[src/rtl/conv2d_sched_pkg.sv]
// Shared constants, default geometry and FSM encoding for the conv2d tap scheduler.
package conv2d_sched_pkg;

    localparam int DEF_WIDTH    = 32;
    localparam int DEF_HEIGHT   = 32;
    localparam int DEF_CHANNELS = 3;
    localparam int DEF_FILTERS  = 16;
    localparam int DEF_K        = 3;
    localparam int DEF_PAD      = 1;
    localparam int DEF_ROM_LAT  = 2;

    localparam int IMG_AW  = 10;
    localparam int KER_AW  = 9;
    localparam int BIAS_AW = 4;
    localparam int CHAN_W  = 2;
    localparam int FILT_W  = 4;
    localparam int ROW_W   = 5;
    localparam int COL_W   = 5;
    localparam int KIDX_W  = 4;
    localparam int CNT_W   = 4;
    // Wide enough that -1 and HEIGHT/WIDTH stay distinguishable from in-range values
    localparam int COORD_W = 8;

    typedef enum logic [2:0] {
        ST_IDLE,
        ST_BIAS,
        ST_TAP,
        ST_DRAIN,
        ST_WAIT_OUT,
        ST_DONE
    } sched_state_t;

    function automatic logic in_range(input logic signed [COORD_W-1:0] v, input int lim);
        return (v >= 0) && (int'(v) < lim);
    endfunction

endpackage

[src/rtl/conv2d_tap_sched_if.sv]
// Control/address bundle between the tap scheduler (slave side) and its user/ROM datapath.
interface conv2d_tap_sched_if;
    import conv2d_sched_pkg::*;

    logic                start;
    logic                busy;
    logic                done;
    logic [IMG_AW-1:0]   image_addr;
    logic [KER_AW-1:0]   kernel_addr;
    logic [BIAS_AW-1:0]  bias_addr;
    logic                bias_valid;
    logic                tap_valid;
    logic                tap_first;
    logic [CHAN_W-1:0]   tap_chan;
    logic                out_valid;
    logic                out_ready;
    logic [FILT_W-1:0]   out_filt;
    logic [ROW_W-1:0]    out_row;
    logic [COL_W-1:0]    out_col;

    modport slave (
        input  start, out_ready,
        output busy, done, image_addr, kernel_addr, bias_addr, bias_valid,
               tap_valid, tap_first, tap_chan, out_valid, out_filt, out_row, out_col
    );

    modport master (
        output start, out_ready,
        input  busy, done, image_addr, kernel_addr, bias_addr, bias_valid,
               tap_valid, tap_first, tap_chan, out_valid, out_filt, out_row, out_col
    );

endinterface

[src/rtl/conv2d_lat_pipe.sv]
// Fixed-depth delay line aligning slot flags with ROM data return.
module conv2d_lat_pipe #(
    parameter int LAT = 2,
    parameter int CW  = 2
) (
    input  logic          clk,
    input  logic          rst_n,
    input  logic          valid_i,
    input  logic          first_i,
    input  logic          bias_i,
    input  logic [CW-1:0] chan_i,
    output logic          valid_o,
    output logic          first_o,
    output logic          bias_o,
    output logic [CW-1:0] chan_o
);

    localparam int DW = CW + 3;

    genvar gi;
    generate
        for (gi = 0; gi < LAT; gi++) begin : g_stage
            logic [DW-1:0] stage_q;
            logic [DW-1:0] stage_d;

            if (gi == 0) begin : g_head
                assign stage_d = {valid_i, first_i, bias_i, chan_i};
            end else begin : g_link
                assign stage_d = g_stage[gi-1].stage_q;
            end

            always_ff @(posedge clk or negedge rst_n) begin
                if (!rst_n) stage_q <= '0;
                else        stage_q <= stage_d;
            end
        end
    endgenerate

    assign {valid_o, first_o, bias_o, chan_o} = g_stage[LAT-1].stage_q;

endmodule

[src/rtl/conv2d_tap_sched.sv]
// Walks every filter/pixel/tap of a padded KxK convolution, issuing ROM addresses and aligned beat flags.
// Optional CONV_SCHED_PERF_EN adds perf_cycles/perf_beats counters.
module conv2d_tap_sched
    import conv2d_sched_pkg::*;
#(
    parameter int WIDTH    = DEF_WIDTH,
    parameter int HEIGHT   = DEF_HEIGHT,
    parameter int CHANNELS = DEF_CHANNELS,
    parameter int FILTERS  = DEF_FILTERS,
    parameter int K        = DEF_K,
    parameter int PAD      = DEF_PAD,
    parameter int ROM_LAT  = DEF_ROM_LAT
) (
    input  logic clk,
    input  logic rst_n,
    conv2d_tap_sched_if.slave bus
`ifdef CONV_SCHED_PERF_EN
    ,
    output logic [31:0] perf_cycles,
    output logic [31:0] perf_beats
`endif
);

    sched_state_t        state_q;
    logic [FILT_W-1:0]   f_q;
    logic [ROW_W-1:0]    i_q;
    logic [COL_W-1:0]    j_q;
    logic [KIDX_W-1:0]   m_q;
    logic [KIDX_W-1:0]   n_q;
    logic [CHAN_W-1:0]   c_q;
    logic [CNT_W-1:0]    cnt_q;
    logic                seen_q;
    logic                busy_q;
    logic                done_q;
    logic                out_valid_q;

    logic signed [COORD_W-1:0] in_y;
    logic signed [COORD_W-1:0] in_x;
    logic in_bounds, tap_slot, last_slot, last_col, last_row, last_filt, lat_end;
    logic accept, bias_push;
    logic pipe_valid, pipe_first, pipe_bias;
    logic [CHAN_W-1:0] pipe_chan;

    assign in_y = $signed(COORD_W'(i_q)) + $signed(COORD_W'(m_q)) - $signed(COORD_W'(PAD));
    assign in_x = $signed(COORD_W'(j_q)) + $signed(COORD_W'(n_q)) - $signed(COORD_W'(PAD));

    assign in_bounds = in_range(in_y, HEIGHT) && in_range(in_x, WIDTH);
    assign tap_slot  = (state_q == ST_TAP) && in_bounds;
    assign last_slot = (m_q == KIDX_W'(K-1)) && (n_q == KIDX_W'(K-1)) && (c_q == CHAN_W'(CHANNELS-1));
    assign last_col  = (j_q == COL_W'(WIDTH-1));
    assign last_row  = (i_q == ROW_W'(HEIGHT-1));
    assign last_filt = (f_q == FILT_W'(FILTERS-1));
    assign lat_end   = (cnt_q == CNT_W'(ROM_LAT-1));
    assign accept    = (state_q == ST_WAIT_OUT) && bus.out_ready;
    // Bias marker enters the pipe on the edge into BIAS so it surfaces on the last BIAS cycle
    assign bias_push = ((state_q == ST_IDLE) && bus.start) || (accept && last_col && last_row && !last_filt);

    assign bus.image_addr  = tap_slot ? IMG_AW'(int'(in_y) * WIDTH + int'(in_x)) : '0;
    assign bus.kernel_addr = tap_slot ?
        KER_AW'(((int'(m_q) * K + int'(n_q)) * CHANNELS + int'(c_q)) * FILTERS + int'(f_q)) : '0;
    assign bus.bias_addr   = f_q;
    assign bus.busy        = busy_q;
    assign bus.done        = done_q;
    assign bus.out_valid   = out_valid_q;
    assign bus.out_filt    = f_q;
    assign bus.out_row     = i_q;
    assign bus.out_col     = j_q;
    assign bus.tap_valid   = pipe_valid;
    assign bus.tap_first   = pipe_first;
    assign bus.tap_chan    = pipe_chan;
    assign bus.bias_valid  = pipe_bias;

    conv2d_lat_pipe #(
        .LAT (ROM_LAT),
        .CW  (CHAN_W)
    ) u_lat_pipe (
        .clk     (clk),
        .rst_n   (rst_n),
        .valid_i (tap_slot),
        .first_i (tap_slot && !seen_q),
        .bias_i  (bias_push),
        .chan_i  (c_q),
        .valid_o (pipe_valid),
        .first_o (pipe_first),
        .bias_o  (pipe_bias),
        .chan_o  (pipe_chan)
    );

    always_ff @(posedge clk or negedge rst_n) begin
        if (!rst_n) begin
            state_q     <= ST_IDLE;
            f_q         <= '0;
            i_q         <= '0;
            j_q         <= '0;
            m_q         <= '0;
            n_q         <= '0;
            c_q         <= '0;
            cnt_q       <= '0;
            seen_q      <= 1'b0;
            busy_q      <= 1'b0;
            done_q      <= 1'b0;
            out_valid_q <= 1'b0;
        end else begin
            case (state_q)
                ST_IDLE: begin
                    if (bus.start) begin
                        state_q <= ST_BIAS;
                        f_q     <= '0;
                        i_q     <= '0;
                        j_q     <= '0;
                        m_q     <= '0;
                        n_q     <= '0;
                        c_q     <= '0;
                        cnt_q   <= '0;
                        seen_q  <= 1'b0;
                        busy_q  <= 1'b1;
                    end
                end
                ST_BIAS: begin
                    if (lat_end) begin
                        state_q <= ST_TAP;
                        cnt_q   <= '0;
                    end else begin
                        cnt_q <= cnt_q + CNT_W'(1);
                    end
                end
                ST_TAP: begin
                    if (in_bounds) seen_q <= 1'b1;
                    // Every slot costs a cycle, in or out of bounds, so pixel timing is constant
                    if (last_slot) begin
                        state_q <= ST_DRAIN;
                        m_q     <= '0;
                        n_q     <= '0;
                        c_q     <= '0;
                    end else if (c_q == CHAN_W'(CHANNELS-1)) begin
                        c_q <= '0;
                        if (n_q == KIDX_W'(K-1)) begin
                            n_q <= '0;
                            m_q <= m_q + KIDX_W'(1);
                        end else begin
                            n_q <= n_q + KIDX_W'(1);
                        end
                    end else begin
                        c_q <= c_q + CHAN_W'(1);
                    end
                end
                ST_DRAIN: begin
                    if (lat_end) begin
                        state_q     <= ST_WAIT_OUT;
                        cnt_q       <= '0;
                        out_valid_q <= 1'b1;
                    end else begin
                        cnt_q <= cnt_q + CNT_W'(1);
                    end
                end
                ST_WAIT_OUT: begin
                    if (bus.out_ready) begin
                        out_valid_q <= 1'b0;
                        seen_q      <= 1'b0;
                        if (!last_col) begin
                            j_q     <= j_q + COL_W'(1);
                            state_q <= ST_TAP;
                        end else if (!last_row) begin
                            j_q     <= '0;
                            i_q     <= i_q + ROW_W'(1);
                            state_q <= ST_TAP;
                        end else if (!last_filt) begin
                            j_q     <= '0;
                            i_q     <= '0;
                            f_q     <= f_q + FILT_W'(1);
                            state_q <= ST_BIAS;
                        end else begin
                            state_q <= ST_DONE;
                            busy_q  <= 1'b0;
                            done_q  <= 1'b1;
                        end
                    end
                end
                ST_DONE: begin
                    state_q <= ST_IDLE;
                    done_q  <= 1'b0;
                    f_q     <= '0;
                    i_q     <= '0;
                    j_q     <= '0;
                end
                default: state_q <= ST_IDLE;
            endcase
        end
    end

`ifdef CONV_SCHED_PERF_EN
    always_ff @(posedge clk or negedge rst_n) begin
        if (!rst_n) begin
            perf_cycles <= '0;
            perf_beats  <= '0;
        end else if ((state_q == ST_IDLE) && bus.start) begin
            perf_cycles <= '0;
            perf_beats  <= '0;
        end else begin
            if (busy_q)     perf_cycles <= perf_cycles + 32'd1;
            if (pipe_valid) perf_beats  <= perf_beats + 32'd1;
        end
    end
`endif

endmodule

[src/flat_wrapper.sv]
// flat-port wrapper written by rule: the top's interface ports become plain ports
module conv2d_tap_sched_flat import conv2d_sched_pkg::*;
#(
    parameter int WIDTH    = DEF_WIDTH,
    parameter int HEIGHT   = DEF_HEIGHT,
    parameter int CHANNELS = DEF_CHANNELS,
    parameter int FILTERS  = DEF_FILTERS,
    parameter int K        = DEF_K,
    parameter int PAD      = DEF_PAD,
    parameter int ROM_LAT  = DEF_ROM_LAT
)
  (clk, rst_n, bus_start, bus_out_ready, bus_busy, bus_done, bus_image_addr, bus_kernel_addr, bus_bias_addr, bus_bias_valid, bus_tap_valid, bus_tap_first, bus_tap_chan, bus_out_valid, bus_out_filt, bus_out_row, bus_out_col);
  conv2d_tap_sched_if bus_i ();
  input  logic clk;
  input  logic rst_n;
  input wire logic [$bits(bus_i.start)-1:0] bus_start;
  input wire logic [$bits(bus_i.out_ready)-1:0] bus_out_ready;
  output wire logic [$bits(bus_i.busy)-1:0] bus_busy;
  output wire logic [$bits(bus_i.done)-1:0] bus_done;
  output wire logic [$bits(bus_i.image_addr)-1:0] bus_image_addr;
  output wire logic [$bits(bus_i.kernel_addr)-1:0] bus_kernel_addr;
  output wire logic [$bits(bus_i.bias_addr)-1:0] bus_bias_addr;
  output wire logic [$bits(bus_i.bias_valid)-1:0] bus_bias_valid;
  output wire logic [$bits(bus_i.tap_valid)-1:0] bus_tap_valid;
  output wire logic [$bits(bus_i.tap_first)-1:0] bus_tap_first;
  output wire logic [$bits(bus_i.tap_chan)-1:0] bus_tap_chan;
  output wire logic [$bits(bus_i.out_valid)-1:0] bus_out_valid;
  output wire logic [$bits(bus_i.out_filt)-1:0] bus_out_filt;
  output wire logic [$bits(bus_i.out_row)-1:0] bus_out_row;
  output wire logic [$bits(bus_i.out_col)-1:0] bus_out_col;
  assign bus_i.start = bus_start;
  assign bus_i.out_ready = bus_out_ready;
  assign bus_busy = bus_i.busy;
  assign bus_done = bus_i.done;
  assign bus_image_addr = bus_i.image_addr;
  assign bus_kernel_addr = bus_i.kernel_addr;
  assign bus_bias_addr = bus_i.bias_addr;
  assign bus_bias_valid = bus_i.bias_valid;
  assign bus_tap_valid = bus_i.tap_valid;
  assign bus_tap_first = bus_i.tap_first;
  assign bus_tap_chan = bus_i.tap_chan;
  assign bus_out_valid = bus_i.out_valid;
  assign bus_out_filt = bus_i.out_filt;
  assign bus_out_row = bus_i.out_row;
  assign bus_out_col = bus_i.out_col;
  conv2d_tap_sched #(.WIDTH(WIDTH), .HEIGHT(HEIGHT), .CHANNELS(CHANNELS), .FILTERS(FILTERS), .K(K), .PAD(PAD), .ROM_LAT(ROM_LAT)) u_core (.clk(clk), .rst_n(rst_n), .bus(bus_i));
endmodule
[config.mk]
export PLATFORM = sky130hd
export DESIGN_NAME = conv2d_tap_sched_flat
export DESIGN_NICKNAME = d
export VERILOG_FILES = /design/src/rtl/conv2d_sched_pkg.sv /design/src/rtl/conv2d_tap_sched_if.sv /design/src/rtl/conv2d_lat_pipe.sv /design/src/rtl/conv2d_tap_sched.sv /design/src/flat_wrapper.sv
export SDC_FILE = /design/constraint.sdc
export NUM_CORES = 1
export LEC_CHECK = 0
export ABC_AREA = 0
export CAP_MARGIN = 20
export CORE_MARGIN = 2
export CORE_UTILIZATION = 40
export CTS_CLUSTER_DIAMETER = 40
export DETAILED_ROUTE_END_ITERATION = 7
export PLACE_DENSITY_LB_ADDON = 0.2
export SLEW_MARGIN = 10
export SYNTH_ARGS = -nofsm -noshare
export SYNTH_HDL_FRONTEND = slang
export SYNTH_HIERARCHICAL = 1
export SYNTH_SLANG_ARGS = --single-unit
[constraint.sdc]
create_clock -name clk -period 3.8 [get_ports clk]
set_input_delay 0.95 -clock clk [delete_from_list [all_inputs] [get_ports clk]]
set_output_delay 0.95 -clock clk [all_outputs]
set_load 0.02 [all_outputs]
; After elaboration in Yosys (flattened, before gate mapping)
; Cells that the tools add are included.
[word_totals]
regBits = 45
inputBits = 4
wordCells = 155
output_inout_bits = 45
[op_classes]
muxes = 58
multipliers = 2
n_addsub = 15
n_reduce_logical = 36
eq_ne = 26
magnitude_cmp = 4
[op_table]
columns = operator, count
row1 = $mux 4, 12
row2 = $mux 5, 8
row3 = $add 32x5->32, 1
row4 = $mul 32x3->5 const B, 1
row5 = $pmux 5 s3, 2
row6 = $mux 3, 8
row7 = $pmux 4 s2, 3
row8 = $add 4x1->4 const B, 4
row9 = $ge 8x1->1 const B, 2
row10 = $lt 8x7->1 const B, 2
row11 = $pmux 3 s5, 1
row12 = $reduce_and 5->1, 3
row13 = $ne 2x1->1 const B, 7
row14 = $sub 6x1->7 const B, 2
row15 = $mux 1, 13
row16 = $add 5x4->6, 2
row17 = $logic_and 1x1->1, 12
row18 = $pmux 4 s3, 1
row19 = $reduce_and 4->1, 3
row20 = $reduce_and 6->1, 2
row21 = $add 10x8->10, 1
row22 = $add 5x1->5 const B, 2
row23 = $eq 5x5->1 const B, 2
row24 = $mux 10, 1
row25 = 28 further kinds, 46

; Depth between registers and ports, before layout
[logic_depth]
ltp_word = 7
ltp_mapped = 15
mapped_depth_nobuf = 15

; Modules after synthesis
; The synthesis kept the hierarchy.
[by_module_without_submodules]
columns = module, seq_area_each_um2, n_inst, cells_per_inst, area_each_um2
row1 = conv2d_tap_sched, 875.8, 1, 360, 3153.0
row2 = conv2d_lat_pipe, 250.2, 1, 10, 250.2

; Worst setup path before layout
; No wires, ideal clock.
[synth_timing]
path_type = reg2out
from = register u_core.j_q[1] (netlist: u_core/bus.out_col[1])
to = output port bus_image_addr[9]
required_ns = 2.850
path_stages_with_launch = 16
path_buffers = 0
setup_slack_ns = -0.582
t_arrival_ns = 3.432
path_cell_list = dfrtp_1 -> inv_1 -> ha_1 -> inv_1 -> ha_1 -> fa_1 -> a21oi_1 -> o21bai_1 -> xnor2_1 -> ha_1 -> fa_1 -> a21o_1 -> a21oi_1 -> xnor2_1 -> xnor2_1 -> nor3_1
[synth_between]
elab_chain_cells = 7
word_cells_on_any_way = 9
classes_between = add/sub: 3 / order compare: 2 / mux: 1 / reduce/logical: 3
[synth_lines]
columns = item, line
row1 = "start, declared", conv2d_tap_sched.sv:27  ; logic [COL_W-1:0] j_q;
row2 = "start signal, assigned", conv2d_tap_sched.sv:161  ; j_q <= j_q + COL_W'(1);
row3 = $add 5x4->6 *, conv2d_tap_sched.sv:45  ; assign in_x = $signed(COORD_W'(j_q)) + $signed(COORD_W'(n_q)) - $signed(COORD_W'(PAD));
row4 = $sub 6x1->7 *, conv2d_tap_sched.sv:45
row5 = $ge 8x1->1 / $lt 8x7->1 (equally long branches), conv2d_sched_pkg.sv:34  ; return (v >= 0) && (int'(v) < lim);
row6 = $logic_and 1x1->1, conv2d_sched_pkg.sv:34
row7 = $logic_and 1x1->1, conv2d_tap_sched.sv:47  ; assign in_bounds = in_range(in_y, HEIGHT) && in_range(in_x, WIDTH);
row8 = $logic_and 1x1->1, conv2d_tap_sched.sv:48  ; assign tap_slot = (state_q == ST_TAP) && in_bounds;
row9 = $mux 10 *, conv2d_tap_sched.sv:58  ; assign bus.image_addr = tap_slot ? IMG_AW'(int'(in_y) * WIDTH + int'(in_x)) : '0;
row10 = "end, declared", flat_wrapper.sv:20  ; output wire logic [$bits(bus_i.image_addr)-1:0] bus_image_addr;
; Mark *: on every way between the ends. The rest lies on a longest branch, timed or not.

; Final worst setup path
[layout_timing]
from = register u_core.m_q[0]
to = output port bus_kernel_addr[8]
[layout_between]
elab_chain_cells = 7
word_cells_on_any_way = 13
classes_between = add/sub: 5 / mul: 2 / order compare: 2 / mux: 1 / reduce/logical: 3
[layout_lines]
columns = item, line
row1 = "start, declared", conv2d_tap_sched.sv:28  ; logic [KIDX_W-1:0] m_q;
row2 = "start signal, assigned", conv2d_tap_sched.sv:139  ; m_q <= m_q + KIDX_W'(1);
row3 = "parallel branches: the longest is 6 deep, another holds $add 32x5->32", --
row4 = $mux 9 *, conv2d_tap_sched.sv:59  ; assign bus.kernel_addr = tap_slot ?
row5 = "end, declared", flat_wrapper.sv:21  ; output wire logic [$bits(bus_i.kernel_addr)-1:0] bus_kernel_addr;
; Mark *: on every way between the ends.

==> flow_summary.ini <==
[status]
failing_checks = negative setup slack
run_status = finished with violations

[critical_path]
worst_path_dominant_cell_family = adder cells
buffers_inverters_on_critical_path = 3
setup_crit_start_kind = flop
cp_slowest_cell = sky130_fd_sc_hd__fa_2
timing.critical_path.arrival_ns = 3.35
r2r.worst_path.cells = 11
setup.worst_path.class = flop to output port
timing.critical_path.mode_cell = sky130_fd_sc_hd__ha_4
highest_fanout_seen_on_the_critical_path = 2
critical_path.reg2reg.startpoint = u_core/m_q[2]$_DFFE_PN0P_
worst_path_largest_cell_delay_ns = 0.57
setup.worst_path.start = u_core/m_q[0]$_DFFE_PN0P_
critical_path_required_ns = 2.85
crit_cells = 13
endpoint = bus_kernel_addr[8]
crit_chain = inv_2 > fa_1 > inv_1 > ha_4 > fa_2 > ha_4 > ha_4 > a21o_1 > a21oi_2 > xor2_1 > xnor2_1 > nor3_2 > buf_4
ff2ff_setup_slack_ns = 1.45
regToRegEndpoint = u_core/seen_q$_DFFE_PN0P_
setup.worst_path.end_class = output port

[global_route]
grt.total_usage_pct = 20.2
grt.overflow.total = 0
grt_pass1_wl_um = 14400
grt_max_degree = 46
via_count_of_the_first_global_routing_pass = 2973
grt_antenna_before_repair = 0

[place]
routability_congestion_estimate = 0.801
dp.final_hpwl_um = 6380
place_area_um2 = 4460
placement.io_buffers = 48

[timing]
worst-slew-pin-transition_ns = 0.645
rsz0062_at_grt = yes
period_needed_ns = 4.30
report.final.slew_viol_count = 0
timing_hold_violations_final = 0
setup_slack_ns = -0.499
finalCritPeriodShare_pct = 113
clock-skew-final_ns = 0.00520
fmaxAchievable_mhz = 233
relSlewSlack_pct = 56.5
finalSetupViolCount = 7

[logic_synthesis]
seq_total_area_yosys_pct = 33.1
netlist_top_cells_area = sky130_fd_sc_hd__dfrtp_1 (33%), sky130_fd_sc_hd__ha_1 (17%), sky130_fd_sc_hd__inv_1 (5.7%), sky130_fd_sc_hd__fa_1 (5.3%), sky130_fd_sc_hd__xnor2_1 (3.6%)
synthesis.area_um2 = 3400
synth.area.mux_share_pct = 0.919
asyncSetResetFlopFracSynth_pct = 100
synthMostInstantiatedCell = sky130_fd_sc_hd__inv_1
synth_warnings = 6
dominant_combinational_cell_family_by_area_after_synthesis = adder cells
mappedNetlistNets = 428
yosys.area.top_type = sky130_fd_sc_hd__dfrtp_1
synth_xor_xnor_area_share_pct = 5.15
synthAdderAreaFrac_pct = 21.8
synth.avg_cell_area_um2 = 9.20
post_synth_most_frequent_cells = sky130_fd_sc_hd__inv_1 (52), sky130_fd_sc_hd__dfrtp_1 (45), sky130_fd_sc_hd__ha_1 (45)
syn-instance-count = 370
synth_top_flop_cell = sky130_fd_sc_hd__dfrtp_1
top_cell_type_s_share_of_synthesized_area_pct = 33.1
number_of_enable_type_register_cells_in_the_synthesized_netlist = 0
synth.ff_latch_count = 45
synth_compound_area_share_pct = 14.1
synth_cell_types = 55
synth-simple-area-share_pct = 16.9

[finish]
nets_finish = 543
fillerInstances = 673
area_delta_synth_final_pct = 47.8
post_route_cell_area_um2 = 5030
layout_cells_sized_above_1_pct = 36.5
multi_input_comb_area_um2 = 2400
seq_area_um2 = 1130
num_antenna_cells = 0

[clock_tree]
cts.path.max_buffers = 2
numCtsBuffers = 5
htree_num_levels = 2
clk_latency_ns = 0.30
ctsRootBufferMaster = sky130_fd_sc_hd__clkbuf_8
clock_sink_count = 45
clk_pin_slew_worst_paths_ns = 0.08
cts_tree = built

[floorplan]
chipHeight_um = 96.2
row_count = 33
core_area_um2 = 8220
die_w_um = 96.2
io_pins = 49
design.die.area_um2 = 9260
floorplan.initialDensity_pct = 41.4

[detailed_routing]
detail_route.vias_per_cell = 5.09
drc = 0
postRouteAntennaNets = 0
wirelength_um = 8760
firstDrtPassIters = 4
num_vias = 3003
wire_per_inst_um = 14.9
drtIter0Drc = 139

[min_path]
worst_hold_path_type = flop to flop

[job]
max_cap_violations = 0
==> area by class of cell <==
| cell class | count | share of cell area [%] |
|---|---|---|
| clock buffer | 5 | 1.37 |
| clock inverter | 2 | 0.697 |
| inverter | 53 | 4.01 |
| multi-input combinational | 258 | 47.7 |
| sequential | 45 | 22.4 |
| tap | 105 | 2.61 |
| timing repair buffer | 122 | 21.2 |
==> through the flow <==
stage	setup slack, ns	utilization, %	hold WS, ns	instances	setup TNS (ns)
after global routing	-0.681	61.2	0.364	590	-3.64
final	-0.499	61.2	0.353	590	-2.35
after floorplan	-0.243	-	0.331	370	-0.486
after global placement	-0.710	54.3	0.332	565	-5.82
after detailed placement	-0.750	54.3	0.337	565	-6.45
after CTS	-0.534	58.6	0.357	587	-3.37
==> kinds of logic (layout without fill, tap and decap cells) <==
logic type                 count (synthesis)  in the layout
DFF                                       45             45
AOI/OAI and AO/OA                         69             69
and+or+nand+nor                          112            112
buffers and inverters                     67            182
xor gates and xnor gates                  20             20
muxes                                      3              3
adders and majority gates                 54             54
==> registers in the layout (all words and copies together), names as in the netlist <==
name                               cells
u_core/u_lat_pipe/g_stage.stage_q     10
u_core/bus.out_col                     5
u_core/bus.out_row                     5
u_core/bus.bias_addr                   4
u_core/cnt_q                           4
u_core/m_q                             4
u_core/n_q                             4
u_core/state_q                         3
u_core/c_q                             2
u_core/bus.busy                        1
u_core/bus.done                        1
u_core/bus.out_valid                   1
u_core/seen_q                          1
==> cell usage in the layout, fill, tap and decap left out, types with 4 or more instances in the layout <==
cell / synthesis / layout
sky130_fd_sc_hd__nand2_1: 19 / 19
sky130_fd_sc_hd__inv_2: 1 / 15
sky130_fd_sc_hd__ha_4: 0 / 12
sky130_fd_sc_hd__buf_6: 0 / 12
sky130_fd_sc_hd__nand3_1: 14 / 14
sky130_fd_sc_hd__clkbuf_8: 0 / 5
sky130_fd_sc_hd__o31ai_1: 4 / 4
sky130_fd_sc_hd__nor3_2: 1 / 10
sky130_fd_sc_hd__ha_1: 45 / 31
sky130_fd_sc_hd__dfrtp_1: 45 / 43
sky130_fd_sc_hd__xnor2_1: 14 / 12
sky130_fd_sc_hd__buf_2: 2 / 4
sky130_fd_sc_hd__a21oi_1: 15 / 9
sky130_fd_sc_hd__nand4_1: 5 / 5
sky130_fd_sc_hd__nand2b_1: 7 / 6
sky130_fd_sc_hd__nor2_1: 22 / 22
sky130_fd_sc_hd__xor2_1: 6 / 6
sky130_fd_sc_hd__buf_4: 5 / 74
sky130_fd_sc_hd__a21o_1: 9 / 9
sky130_fd_sc_hd__nor3_1: 22 / 4
sky130_fd_sc_hd__inv_1: 52 / 37
sky130_fd_sc_hd__fa_1: 9 / 4
sky130_fd_sc_hd__o21ai_0: 21 / 21
sky130_fd_sc_hd__fa_2: 0 / 5
sky130_fd_sc_hd__nor3_4: 0 / 9
sky130_fd_sc_hd__and3_1: 4 / 4
sky130_fd_sc_hd__nor2b_1: 4 / 4
sky130_fd_sc_hd__clkdlybuf4s50_1: 0 / 28
sky130_fd_sc_hd__a21oi_2: 0 / 4
==> metal layers <==
layer	GRT usage, %	part of all wire (%)
met5	0	0
met4	6.79	2.3
met3	2.82	3.9
met2	33.9	49
met1	26.7	45
==> timing repair <==
item / 4_1_cts / 5_1_grt
hold buffers: 0 / 0
buffers inserted: 15 / 5
gates resized for setup: 141 / 42
endpoints found under the setup margin: 19 / 19
pin swaps: 37 / 24
==> how the worst min path moves through the flow <==
stage	to	depth (start not counted)	slack, ns	startpoint
6_report	u_core/u_lat_pipe/g_stage[1].stage_q[4]$_DFF_PN0_	0	0.35	u_core/u_lat_pipe/g_stage[0].stage_q[4]$_DFF_PN0_
5_1_grt	u_core/u_lat_pipe/g_stage[1].stage_q[0]$_DFF_PN0_	0	0.36	u_core/u_lat_pipe/g_stage[0].stage_q[0]$_DFF_PN0_
4_1_cts	u_core/u_lat_pipe/g_stage[1].stage_q[4]$_DFF_PN0_	0	0.36	u_core/u_lat_pipe/g_stage[0].stage_q[4]$_DFF_PN0_
3_5_place_dp	u_core/u_lat_pipe/g_stage[1].stage_q[4]$_DFF_PN0_	0	0.34	u_core/u_lat_pipe/g_stage[0].stage_q[4]$_DFF_PN0_
3_3_place_gp	u_core/u_lat_pipe/g_stage[1].stage_q[1]$_DFF_PN0_	0	0.33	u_core/u_lat_pipe/g_stage[0].stage_q[1]$_DFF_PN0_
2_1_floorplan	u_core/u_lat_pipe/g_stage[1].stage_q[0]$_DFF_PN0_	0	0.33	u_core/u_lat_pipe/g_stage[0].stage_q[0]$_DFF_PN0_
Power is left out: the tool's default activity adds up to more than one toggle a clock period on the data nets, which glitch-free logic cannot reach.
